$ cat config.mk
export PLATFORM = sky130hd
export DESIGN_NAME = indec_flat
export DESIGN_NICKNAME = d
export VERILOG_FILES = /design/src/rtl/indec_if.sv /design/src/rtl/indec.sv /design/src/flat_wrapper.sv
export SDC_FILE = /design/constraint.sdc
export NUM_CORES = 1
export LEC_CHECK = 0
export ABC_AREA = 1
export BUFFER_PORTS_ARGS = -buffer_cell sky130_fd_sc_hd__buf_2
export CAP_MARGIN = 25
export CORE_MARGIN = 5
export CORE_UTILIZATION = 36
export DETAILED_ROUTE_END_ITERATION = 10
export GPL_ROUTABILITY_DRIVEN = 0
export PLACE_DENSITY_LB_ADDON = 0.12
export SLEW_MARGIN = 10
export SYNTH_ARGS = -nofsm -noshare
export SYNTH_HDL_FRONTEND = slang
export SYNTH_SLANG_ARGS = --single-unit
$ cat constraint.sdc
create_clock -name clk_i -period 0.8 [get_ports clk_i]
set_input_delay 0.04 -clock clk_i [delete_from_list [all_inputs] [get_ports clk_i]]
set_output_delay 0.04 -clock clk_i [all_outputs]
set_load 0.01 [all_outputs]
$ cat src/rtl/indec_if.sv
// Opcode strobe/byte from the command framing logic and the decoded command
// pulses plus trigger stage index toward the analyzer core.
interface indec_if;
   logic       stb_i;
   logic [7:0] opc_i;
   logic       sft_rst_o;
   logic       arm_o;
   logic       id_o;
   logic       rd_meta_o;
   logic       fin_now_o;
   logic       rd_inp_o;
   logic       arm_adv_o;
   logic       xon_o;
   logic       xoff_o;
   logic       set_div_o;
   logic       set_cnt_o;
   logic       set_flgs_o;
   logic       set_adv_cfg_o;
   logic       set_adv_dat_o;
   logic       set_mask_o;
   logic       set_val_o;
   logic       set_cfg_o;
   logic [1:0] stg_o;

   // Framing side: delivers opcodes and observes the decoded commands.
   modport master (
      output stb_i, opc_i,
      input  sft_rst_o, arm_o, id_o, rd_meta_o, fin_now_o, rd_inp_o,
             arm_adv_o, xon_o, xoff_o, set_div_o, set_cnt_o, set_flgs_o,
             set_adv_cfg_o, set_adv_dat_o, set_mask_o, set_val_o, set_cfg_o,
             stg_o
   );

   // Decoder side: consumes opcodes and drives the command pulses.
   modport slave (
      input  stb_i, opc_i,
      output sft_rst_o, arm_o, id_o, rd_meta_o, fin_now_o, rd_inp_o,
             arm_adv_o, xon_o, xoff_o, set_div_o, set_cnt_o, set_flgs_o,
             set_adv_cfg_o, set_adv_dat_o, set_mask_o, set_val_o, set_cfg_o,
             stg_o
   );
endinterface

$ cat src/rtl/indec.sv
// SUMP-style instruction decoder: turns a strobed opcode byte into a single
// registered one-cycle command pulse, and latches the trigger stage index of
// mask/value/config commands so it stays valid while operand bytes arrive.
module indec (
   input  logic clk_i,
   input  logic rst_in,
   indec_if.slave bus
);

   localparam int P_SFT_RST = 0;
   localparam int P_ARM     = 1;
   localparam int P_ID      = 2;
   localparam int P_RD_META = 3;
   localparam int P_FIN_NOW = 4;
   localparam int P_RD_INP  = 5;
   localparam int P_ARM_ADV = 6;
   localparam int P_XON     = 7;
   localparam int P_XOFF    = 8;
   localparam int P_SET_DIV = 9;
   localparam int P_SET_CNT = 10;
   localparam int P_SET_FLG = 11;
   localparam int P_ADV_CFG = 12;
   localparam int P_ADV_DAT = 13;
   localparam int P_MASK    = 14;
   localparam int P_VAL     = 15;
   localparam int P_CFG     = 16;
   localparam int NPULSE    = 17;

   logic [NPULSE-1:0] pulse_d;
   logic [NPULSE-1:0] pulse_q;
   logic [1:0]        stg_d;
   logic [1:0]        stg_q;

   // Full 8-bit decode; unknown opcodes or an idle strobe yield no pulse and keep the stage.
   always_comb begin
      pulse_d = '0;
      stg_d   = stg_q;
      if (bus.stb_i) begin
         case (bus.opc_i)
            8'h00: pulse_d[P_SFT_RST] = 1'b1;
            8'h01: pulse_d[P_ARM]     = 1'b1;
            8'h02: pulse_d[P_ID]      = 1'b1;
            8'h04: pulse_d[P_RD_META] = 1'b1;
            8'h05: pulse_d[P_FIN_NOW] = 1'b1;
            8'h06: pulse_d[P_RD_INP]  = 1'b1;
            8'h0F: pulse_d[P_ARM_ADV] = 1'b1;
            8'h11: pulse_d[P_XON]     = 1'b1;
            8'h13: pulse_d[P_XOFF]    = 1'b1;
            8'h80: pulse_d[P_SET_DIV] = 1'b1;
            8'h81: pulse_d[P_SET_CNT] = 1'b1;
            8'h82: pulse_d[P_SET_FLG] = 1'b1;
            8'h9E: pulse_d[P_ADV_CFG] = 1'b1;
            8'h9F: pulse_d[P_ADV_DAT] = 1'b1;
            8'hC0, 8'hC4, 8'hC8, 8'hCC: begin
               pulse_d[P_MASK] = 1'b1;
               stg_d           = bus.opc_i[3:2];
            end
            8'hC1, 8'hC5, 8'hC9, 8'hCD: begin
               pulse_d[P_VAL] = 1'b1;
               stg_d          = bus.opc_i[3:2];
            end
            8'hC2, 8'hC6, 8'hCA, 8'hCE: begin
               pulse_d[P_CFG] = 1'b1;
               stg_d          = bus.opc_i[3:2];
            end
            default: ;
         endcase
      end
   end

   // Register pulses and stage so every output is glitch-free and one cycle behind the strobe.
   always_ff @(posedge clk_i or posedge rst_in) begin
      if (rst_in) begin
         pulse_q <= '0;
         stg_q   <= 2'b00;
      end else begin
         pulse_q <= pulse_d;
         stg_q   <= stg_d;
      end
   end

   assign bus.sft_rst_o     = pulse_q[P_SFT_RST];
   assign bus.arm_o         = pulse_q[P_ARM];
   assign bus.id_o          = pulse_q[P_ID];
   assign bus.rd_meta_o     = pulse_q[P_RD_META];
   assign bus.fin_now_o     = pulse_q[P_FIN_NOW];
   assign bus.rd_inp_o      = pulse_q[P_RD_INP];
   assign bus.arm_adv_o     = pulse_q[P_ARM_ADV];
   assign bus.xon_o         = pulse_q[P_XON];
   assign bus.xoff_o        = pulse_q[P_XOFF];
   assign bus.set_div_o     = pulse_q[P_SET_DIV];
   assign bus.set_cnt_o     = pulse_q[P_SET_CNT];
   assign bus.set_flgs_o    = pulse_q[P_SET_FLG];
   assign bus.set_adv_cfg_o = pulse_q[P_ADV_CFG];
   assign bus.set_adv_dat_o = pulse_q[P_ADV_DAT];
   assign bus.set_mask_o    = pulse_q[P_MASK];
   assign bus.set_val_o     = pulse_q[P_VAL];
   assign bus.set_cfg_o     = pulse_q[P_CFG];
   assign bus.stg_o         = stg_q;

endmodule

$ cat src/flat_wrapper.sv
// flat-port wrapper written by rule: the top's interface ports become plain ports
module indec_flat 
  (clk_i, rst_in, bus_stb_i, bus_opc_i, bus_sft_rst_o, bus_arm_o, bus_id_o, bus_rd_meta_o, bus_fin_now_o, bus_rd_inp_o, bus_arm_adv_o, bus_xon_o, bus_xoff_o, bus_set_div_o, bus_set_cnt_o, bus_set_flgs_o, bus_set_adv_cfg_o, bus_set_adv_dat_o, bus_set_mask_o, bus_set_val_o, bus_set_cfg_o, bus_stg_o);
  indec_if bus_i ();
  input  logic clk_i;
  input  logic rst_in;
  input wire logic [$bits(bus_i.stb_i)-1:0] bus_stb_i;
  input wire logic [$bits(bus_i.opc_i)-1:0] bus_opc_i;
  output wire logic [$bits(bus_i.sft_rst_o)-1:0] bus_sft_rst_o;
  output wire logic [$bits(bus_i.arm_o)-1:0] bus_arm_o;
  output wire logic [$bits(bus_i.id_o)-1:0] bus_id_o;
  output wire logic [$bits(bus_i.rd_meta_o)-1:0] bus_rd_meta_o;
  output wire logic [$bits(bus_i.fin_now_o)-1:0] bus_fin_now_o;
  output wire logic [$bits(bus_i.rd_inp_o)-1:0] bus_rd_inp_o;
  output wire logic [$bits(bus_i.arm_adv_o)-1:0] bus_arm_adv_o;
  output wire logic [$bits(bus_i.xon_o)-1:0] bus_xon_o;
  output wire logic [$bits(bus_i.xoff_o)-1:0] bus_xoff_o;
  output wire logic [$bits(bus_i.set_div_o)-1:0] bus_set_div_o;
  output wire logic [$bits(bus_i.set_cnt_o)-1:0] bus_set_cnt_o;
  output wire logic [$bits(bus_i.set_flgs_o)-1:0] bus_set_flgs_o;
  output wire logic [$bits(bus_i.set_adv_cfg_o)-1:0] bus_set_adv_cfg_o;
  output wire logic [$bits(bus_i.set_adv_dat_o)-1:0] bus_set_adv_dat_o;
  output wire logic [$bits(bus_i.set_mask_o)-1:0] bus_set_mask_o;
  output wire logic [$bits(bus_i.set_val_o)-1:0] bus_set_val_o;
  output wire logic [$bits(bus_i.set_cfg_o)-1:0] bus_set_cfg_o;
  output wire logic [$bits(bus_i.stg_o)-1:0] bus_stg_o;
  assign bus_i.stb_i = bus_stb_i;
  assign bus_i.opc_i = bus_opc_i;
  assign bus_sft_rst_o = bus_i.sft_rst_o;
  assign bus_arm_o = bus_i.arm_o;
  assign bus_id_o = bus_i.id_o;
  assign bus_rd_meta_o = bus_i.rd_meta_o;
  assign bus_fin_now_o = bus_i.fin_now_o;
  assign bus_rd_inp_o = bus_i.rd_inp_o;
  assign bus_arm_adv_o = bus_i.arm_adv_o;
  assign bus_xon_o = bus_i.xon_o;
  assign bus_xoff_o = bus_i.xoff_o;
  assign bus_set_div_o = bus_i.set_div_o;
  assign bus_set_cnt_o = bus_i.set_cnt_o;
  assign bus_set_flgs_o = bus_i.set_flgs_o;
  assign bus_set_adv_cfg_o = bus_i.set_adv_cfg_o;
  assign bus_set_adv_dat_o = bus_i.set_adv_dat_o;
  assign bus_set_mask_o = bus_i.set_mask_o;
  assign bus_set_val_o = bus_i.set_val_o;
  assign bus_set_cfg_o = bus_i.set_cfg_o;
  assign bus_stg_o = bus_i.stg_o;
  indec u_core (.clk_i(clk_i), .rst_in(rst_in), .bus(bus_i));
endmodule
======== Word-level counts from Yosys, hierarchy flattened ========
Cells that the tools add are included.
word-level totals
  bits in registers ....................... 19
  input port bits ......................... 11
  output and inout port bits .............. 19
  word-level logic and storage cells ...... 51
cells by class
  equality and inequality tests ........... 25
  muxes and demuxes ....................... 18
  reduce and logical (&&, ||, !) cells .... 6
operator list
  cell                number
  $eq 8x8->1 const B  17
  $eq 8x3->1 const B  3
  $mux 1              17
  $mux 17             1
  $eq 8x5->1 const B  2
  $reduce_or 12->1    1
  $reduce_or 4->1     3
  $eq 8x1->1 const B  1
  $eq 8x2->1 const B  1
  $eq 8x4->1 const B  1
  $logic_not 8->1     1
  $reduce_and 2->1    1

======== Logic depth before layout (Yosys ltp) ========
Gate-level depths: netlist of the first run.
  depth after elaboration ................. 4
  gate-level depth with buffers ........... 6
  depth with buffers taken out ............ 6

======== Worst setup path before layout of the first run ========
No wires, ideal clock.
  path kind ............................... input to register
  from .................................... in bus_stb_i
  to ...................................... reg u_core.stg_q[0] (netlist: u_core.bus.stg_o[0])
  library setup time ...................... 0.117 ns
  data arrival time ....................... 0.506 ns
  slack ................................... 0.177 ns
  stages on the path ...................... 6
  path buffers ............................ 1
  path through ............................ buf_4 -> inv_1 -> a21oi_2 -> nand2_1 -> nand2_1 -> nand2_1
between the ends
  longest elaborated chain between the ends .. 1
RTL lines
  item                               RTL line           source
  start, declared                    flat_wrapper.sv:7  input wire logic [$bits(bus_i.stb_i)-1:0] bus_stb_i;
  $reduce_and 2->1 (no source line)  --
  end signal, assigned               indec.sv:78        stg_q <= stg_d;
  end, declared                      indec.sv:32        logic [1:0] stg_q;
No other way between the ends.
A chain may end at the register's enable or synchronous reset.

======== Worst setup path in the final report of the first run ========
  from .................................... reg u_core.stg_q[1] (netlist: u_core.bus.stg_o[1])
  to ...................................... out bus_stg_o[1]
RTL lines
  item           RTL line            source
  end, declared  flat_wrapper.sv:26  output wire logic [$bits(bus_i.stg_o)-1:0] bus_stg_o;
No word-level cell between the ends.

==> qor.csv, run 1 <==
metric;value;unit
crit_slowest_cell;dfrtp_1;
violations;negative setup slack;
critPathBufInv;1;
ys_top_cells_by_count;nor2_1 (20), dfrtp_1 (19), inv_1 (9), nand2_1 (9);
hold_violations;0;
start_util;0.372;
num_rows;16;
tightestPinTransition;0.254;ns
grt_pass1_wl;2300;um
vdd_drop_max;0.774;mV
crit_type;reg2out;
routedWlPerCell;10.1;um
hpwl;1150;um
holdWs;0.0240;ns
synth_fp_nets;85;
ys_warn_count;0;
synth-seq-area-share;0.657;
p_per_area;1720;mW/mm2
drv_slew;0;
relSlewSlack;0.830;
required;0.76;ns
synth_area_leader_cell;dfrtp_1;
gr-usage-all-layers;0.109;
hold_path.class;in2reg;
reg2reg_from;u_core.bus.stg_o[0];
syn_avg_cell_area;9.77;um2
synth.area.top_cells;dfrtp_1 (66%), nor2_1 (10%), nand4_1 (5.2%);
arrival;0.81;ns
hold_path.startpoint;bus_stb_i;
skew;0;ns
cpPeakStageDelay;0.41;ns
period_share;1.06;
cp_cell_sequence;buf_6;
ys_async_sr_fraction;1.00;
drt_iter0_drc;11;
finalPower;1650;uW
cts.htree.levels;1;
overflow;0;
cts_tree;built;
p_leak;0.000539;uW
diodes;0;
netlist_area;723;um2
cts_buffers;3;
setup.worst_path.start_class;flip-flop;
rsz0062_at_grt;true;
drc;0;
firstDrtPassIters;3;
vias;592;
path_max_fanout;2;
port_buffers;29;
drv_cap;0;
synth_top_area_frac;0.657;
syn_inst;74;
drive_gt1_frac;0.336;
core_area;0.00194;mm2
grt_max_degree;20;
routed_via_density;4.32;
root_buffer;clkbuf_4;
die_w;54.8;um
ys_ff_latch;19;
layout_setup_ws;-0.0512;ns
fmaxAchievable;1170;MHz
path_clk_slew;0.10;ns
ios;30;
die_y;54.8;um
cts_sinks;19;
finalWirelength;1380;um
netlist-cell-type-count;11;
dieArea;0.00301;mm2
cp-end-kind;output pin;
clk_latency;0.27;ns
ys.flop_type;dfrtp_1;
antenna_found_initial;0;
crit_start;u_core.bus.stg_o[1];
yosysMostFrequentCell;nor2_1;
crit_family;flip-flops;
grt_pass1_vias;566;
synthToLayoutAreaGrowth;32.7;%
synth_edf_count;0;
setup_viol;19;
finalNetCount;122;
layout_min_cycle_time;0.851;ns
clk_path_buf_depth;2;
outcome;finished, violations left;
drtAntennaViolNets;0;
-- cell families (layout without fill, tap and decap cells) --
family	count (synthesis)	in the layout	synth area share
and+or+nand+nor	44	44	0.273
AOI/OAI and AO/OA	1	1	0.0121
buffers and inverters	10	46	0.0571
DFF	19	19	0.657
-- placed cells by master, fill, tap and decap left out --
cell type and n:
clkbuf_4 3, nand2_1 9, nand4_1 6, or2_1 1
nor2_1 20, buf_2 28, a21oi_2 1, nor3_1 1
dlygate4sd3_1 1, buf_6 1, inv_1 9, buf_4 3
dfrtp_1 19, nand3_1 6, nand3_2 1, clkbuf_1 1
-- state kept, by name, summed over array words and instances, names as in the netlist --
name and cells:
u_core.pulse_q 17, u_core.bus.stg_o 2
-- path summary, 6_finish.rpt --
path	end	slack [ns]	cells after the start
max	bus_stg_o[1]	-0.05	1
min	u_core.pulse_q[8]	0.02	3
max reg2reg	u_core.bus.stg_o[0]	0.10	3
min reg2reg	u_core.bus.stg_o[1]	0.53	2
max in group asynchronous	u_core.pulse_q[12]	0.30	4
min in group asynchronous	u_core.pulse_q[0]	0.31	4
-- cell type report --
type                            instances  area, um2
Clock buffer                            4       26.3
Multi-Input combinational cell         45        206
Fill cell                             200        982
Timing Repair Buffer                   33        184
Tap cell                               27       33.8
Inverter                                9       33.8
Sequential cell                        19        475
-- per-stage QoR --
step | worst slack (ns) | area, um2 | setup TNS, ns | std cells | utilization
after floorplan | 0.177 | 723 | 0 | 74 | -
after global placement | 0.0360 | 910 | 0 | 131 | 0.468
after detailed placement | -0.00720 | 910 | -0.00861 | 131 | 0.468
after CTS | -0.0599 | 946 | -0.520 | 136 | 0.487
after global routing | -0.0756 | 960 | -1.02 | 137 | 0.494
final | -0.0512 | 960 | -0.292 | 137 | 0.494
-- per-layer routing --
layer	GRT usage	up-vias	wire [um]
met3	0.0272	2	98
met4	0.0373	0	10
li1	-	304	-
met2	0.173	17	656
met1	0.142	269	612
met5	0	-	0
-- where the power goes --
part / switching (uW) / total, uW / internal (uW)
logic: 116 / 207 / 91.0
clock network: 249 / 442 / 193
registers: 13.8 / 997 / 983
-- timing repair --
item | in CTS | in global routing
gates resized for setup | 0 | 1
pin swaps | 0 | 0
setup buffers | 0 | 1
hold buffers | 1 | 0
endpoints found under the hold margin | 19 | 0
setup endpoints to repair | 19 | 19
(Power assumes the default switching activity.)
==> inputs of run 2 (changes only) <==
- CORE_UTILIZATION: 36 -> 45
==> qor.csv, run 2 (synthesis gave the netlist of run 1 again) <==
metric;value;unit;change
cts_sinks;19;;unchanged
critPathBufInv;1;;unchanged
path_max_fanout;2;;unchanged
rsz0062_at_grt;true;;
start_util;0.475;;+0.102
layout_common_cells;buf_2 (29), nor2_1 (20), dfrtp_1 (19), nand2_1 (9), inv_1 (9);;
layout_commonest_cell;buf_2;;
drc;0;;unchanged
fmaxAchievable;1180;MHz;+0.24%
vias;580;;-2.0%
overflow;0;;unchanged
grt_pass1_wl;2460;um;+6.6%
drtAntennaViolNets;0;;unchanged
num_rows;14;;-2
drive_gt1_frac;0.330;;-0.00609
setup_viol;19;;unchanged
grt_max_degree;20;;unchanged
relSlewSlack;0.845;;+0.0148
tightestPinTransition;0.233;ns;-0.0213 ns
cts_resized;0;;unchanged
ios;30;;unchanged
root_buffer;clkbuf_4;;
skew;0;ns;unchanged
crit_slowest_cell;dfrtp_1;;
die_y;50.1;um;-8.6%
vdd_drop_max;1.29;mV;+67%
outcome;finished, violations left;;
die_w;50.1;um;-8.6%
synthToLayoutAreaGrowth;28.9;%;
largest_reg_flops;17;;unchanged
required;0.76;ns;about the same
dieArea;0.00251;mm2;-17%
period_share;1.06;;-0.00251
cp-end-kind;output pin;;
firstDrtPassIters;4;;+1
arrival;0.81;ns;about the same
num-fill-cells;142;;-29%
finalNetCount;121;;-0.82%
finalPower;1630;uW;-1.0%
routed_via_density;4.64;;+7.4%
drt_iter0_drc;3;;-8
diodes;0;;unchanged
cp_cell_sequence;buf_2;;
crit_type;reg2out;;
layout_setup_ws;-0.0492;ns;+0.00201 ns
regMostFlops;u_core.pulse_q;;
cts_tree;built;;
violations;negative setup slack;;
setup.worst_path.start_class;flip-flop;;
p_leak;0.000532;uW;-1.2%
routedWlPerCell;11.0;um;+9.8%
drv_cap;0;;unchanged
port_buffers;29;;unchanged
antenna_found_initial;0;;unchanged
finalWirelength;1380;um;+0.15%
core_area;0.00152;mm2;-22%
hold_violations;0;;unchanged
hold_path.class;in2reg;;
clk_latency;0.28;ns;about the same
cts.htree.levels;1;;unchanged
cts_buffers;3;;unchanged
holdWs;0.0356;ns;+0.0117 ns
p_per_area;1750;mW/mm2;+1.9%
grt_pass1_vias;559;;-1.2%
path_clk_slew;0.09;ns;about the same
cpPeakStageDelay;0.39;ns;-0.02 ns
layout_min_cycle_time;0.849;ns;-0.00201 ns
crit_family;flip-flops;;
hpwl;1120;um;-2.3%
drv_slew;0;;unchanged
clk_path_buf_depth;2;;unchanged
gr-usage-all-layers;0.125;;+0.0167
-- run 2: path summary, 6_finish.rpt --
| check | slack [ns] | end | startpoint | cells after the start |
|---|---|---|---|---|
| setup / recovery | -0.05 | bus_stg_o[1] | u_core.bus.stg_o[1] | 1 |
| hold / removal | 0.04 | u_core.bus.stg_o[1] | bus_opc_i[3] | 3 |
| setup reg to reg | 0.10 | u_core.bus.stg_o[0] | u_core.bus.stg_o[0] | 3 |
| hold reg to reg | 0.48 | u_core.bus.stg_o[1] | u_core.bus.stg_o[1] | 2 |
| max in group asynchronous | 0.30 | u_core.pulse_q[3] | rst_in | 4 |
| min in group asynchronous | 0.31 | u_core.pulse_q[1] | rst_in | 4 |
-- run 2: layer usage --
metal  vias up  global-route usage  share of wire
met5         -                   0              0
met4         0              0.0524              0
met3         0              0.0331          0.093
met2        19               0.197           0.46
met1       257               0.161           0.44
li1        304                   -              -
-- run 2: what timing repair did --
item,in CTS,in global routing
endpoints found under the setup margin,19,19
pin swaps,0,0
endpoints found under the hold margin,19,0
setup buffers,1,0
hold buffers,1,0
-- run 2: power breakdown --
group          internal [uW]  switching (uW)  total (uW)  leakage (uW)
clock                    193             252         445     0.0000150
sequential               983            10.2         993      0.000263
combinational           76.0             116         192      0.000255
total                   1250             377        1630      0.000532
-- run 2: per-stage QoR --
stage	setup TNS, ns	setup WS, ns	std cells	utilization	cell area, um2
6_report	-0.377	-0.0492	125	0.612	932
4_1_cts	-0.766	-0.0744	125	0.612	932
2_1_floorplan	0	0.177	74	-	723
3_3_place_gp	0	0.0438	119	0.583	888
5_1_grt	-1.19	-0.0966	125	0.612	932
3_5_place_dp	0	0.00796	119	0.583	888
-- run 2: layout make-up --
| cell class | count | area (um2) | share of cell area |
|---|---|---|---|
| Sequential cell | 19 | 475 | 0.510 |
| Multi-Input combinational cell | 45 | 206 | 0.221 |
| Timing Repair Buffer | 32 | 170 | 0.183 |
| Inverter | 9 | 33.8 | 0.0362 |
| Clock buffer | 4 | 26.3 | 0.0282 |
| Tap cell | 16 | 20.0 | 0.0215 |
==> inputs of run 3 (changes only) <==
- MAX_ROUTING_LAYER: unset -> met4
- REMOVE_ABC_BUFFERS: unset -> 1
==> qor.csv, run 3 (synthesis gave the netlist of run 1 again) <==
metric;value;unit;change
routedWlPerCell;11.0;um;-0.79%
pre_cts_slack;0.0104;ns;+0.00246 ns
cpPeakStageDelay;0.39;ns;about the same
drc;0;;unchanged
clk_path_buf_depth;2;;unchanged
fin_cells;126;;+0.80%
gr-usage-all-layers;0.126;;+0.000249
layout_common_cells;buf_2 (29), nor2_1 (20), dfrtp_1 (19), inv_1 (9), nand2_1 (8);;
critPathBufInv;1;;unchanged
hold_path.class;in2reg;;
dieArea;0.00251;mm2;unchanged
clk_latency;0.29;ns;about the same
cp-end-kind;output pin;;
firstDrtPassIters;3;;-1
layout_setup_ws;-0.0653;ns;-0.0161 ns
port_buffers;29;;unchanged
setup.worst_path.start_class;flip-flop;;
rsz0062_at_grt;true;;
hold_violations;0;;unchanged
grt_pass1_vias;574;;+2.7%
required;0.76;ns;about the same
routed_via_density;4.77;;+2.8%
violations;negative setup slack;;
overflow;0;;unchanged
vias;601;;+3.6%
relSlewSlack;0.832;;-0.0127
largest_reg_flops;17;;unchanged
period_share;1.08;;+0.0201
design_area;942;um2;+1.1%
crit_family;flip-flops;;
placed_cells;119;;unchanged
die_y;50.1;um;unchanged
layout_min_cycle_time;0.865;ns;+0.0161 ns
drive_gt1_frac;0.345;;+0.0152
drt_iter0_drc;13;;+10
fmaxAchievable;1160;MHz;-1.9%
core_area;0.00152;mm2;unchanged
drtAntennaViolNets;0;;unchanged
die_w;50.1;um;unchanged
regMostFlops;u_core.pulse_q;;
grt_pass1_wl;2330;um;-5.0%
path_clk_slew;0.09;ns;about the same
crit_slowest_cell;dfrtp_1;;
finalWirelength;1380;um;unchanged
cts_tree;built;;
layout_commonest_cell;buf_2;;
hpwl;1100;um;-2.1%
p_per_area;1770;mW/mm2;+1.0%
cts_sinks;19;;unchanged
cp_cell_sequence;buf_2;;
synthToLayoutAreaGrowth;30.3;%;
ios;30;;unchanged
num_rows;14;;unchanged
cts_buffers;3;;unchanged
p_leak;0.000538;uW;+0.99%
grt_max_degree;20;;unchanged
holdWs;0.0224;ns;-0.0132 ns
place_area;888;um2;unchanged
tightestPinTransition;0.251;ns;+0.0181 ns
cts.htree.levels;1;;unchanged
arrival;0.83;ns;+0.02 ns
start_util;0.475;;unchanged
vdd_drop_max;1.15;mV;-11%
root_buffer;clkbuf_4;;
drv_slew;0;;unchanged
skew;0;ns;unchanged
outcome;finished, violations left;;
antenna_found_initial;0;;unchanged
diodes;0;;unchanged
setup_viol;20;;+1
finalNetCount;122;;+0.83%
crit_type;reg2out;;
path_max_fanout;2;;unchanged
drv_cap;0;;unchanged
## run 3: changes by cell type in the layout (fill, tap and decap cells not counted), sizes merged
cell,previous run,this run
buf,31,32
## run 3: tightest hold or removal path, stage by stage
cell and delay [ns]:
buf_2 0.12, nand2_1 0.07, nor3_1 0.05
## run 3: layout make-up
cell class | count | area, um2
fill | 136 | 582
sequential | 19 | 475
multi-input combinational | 45 | 209
timing repair buffer | 33 | 178
inverter | 9 | 33.8
clock buffer | 4 | 26.3
tap | 16 | 20.0
## run 3: where the power goes
part / switching [uW] / leakage [uW] / total [uW] / internal [uW]
logic: 119 / 0.000260 / 210 / 90.8
clock network: 266 / 0.0000150 / 460 / 194
registers: 11.4 / 0.000263 / 994 / 983
## run 3: path summary, 6_finish.rpt
kind	startpoint	end	slack [ns]	depth (start not counted)
max in group asynchronous	rst_in	u_core.pulse_q[1]	0.32	4
worst max register to register	u_core.bus.stg_o[0]	u_core.bus.stg_o[0]	-0.02	4
worst min-delay path	bus_opc_i[2]	u_core.pulse_q[12]	0.02	3
worst min register to register	u_core.bus.stg_o[1]	u_core.bus.stg_o[1]	0.50	2
min in group asynchronous	rst_in	u_core.pulse_q[4]	0.29	4
worst max-delay path	u_core.bus.stg_o[1]	bus_stg_o[1]	-0.07	1
## run 3: timing repair
action                     CTS  global route
hold buffers                 1             0
setup buffers                1             1
hold endpoints to repair    19             0
setup endpoints to repair   19            19
gates resized for setup      0             1
## run 3: through the flow
stage | utilization | setup TNS (ns) | power (uW)
3_3_place_gp | 0.583 | 0 | 1180
4_1_cts | 0.612 | -0.844 | 1670
6_report | 0.618 | -0.602 | 1660
3_5_place_dp | 0.583 | 0 | 1190
2_1_floorplan | - | 0 | 1100
5_1_grt | 0.618 | -1.41 | 1750
## run 3: metal layers
metal / vias up / part of all wire / track usage
li1: 306 / - / -
met5: - / 0 / -
met1: 271 / 0.41 / 0.140
met3: 5 / 0.080 / 0.0271
met4: 0 / 0.029 / 0.0786
met2: 19 / 0.48 / 0.201
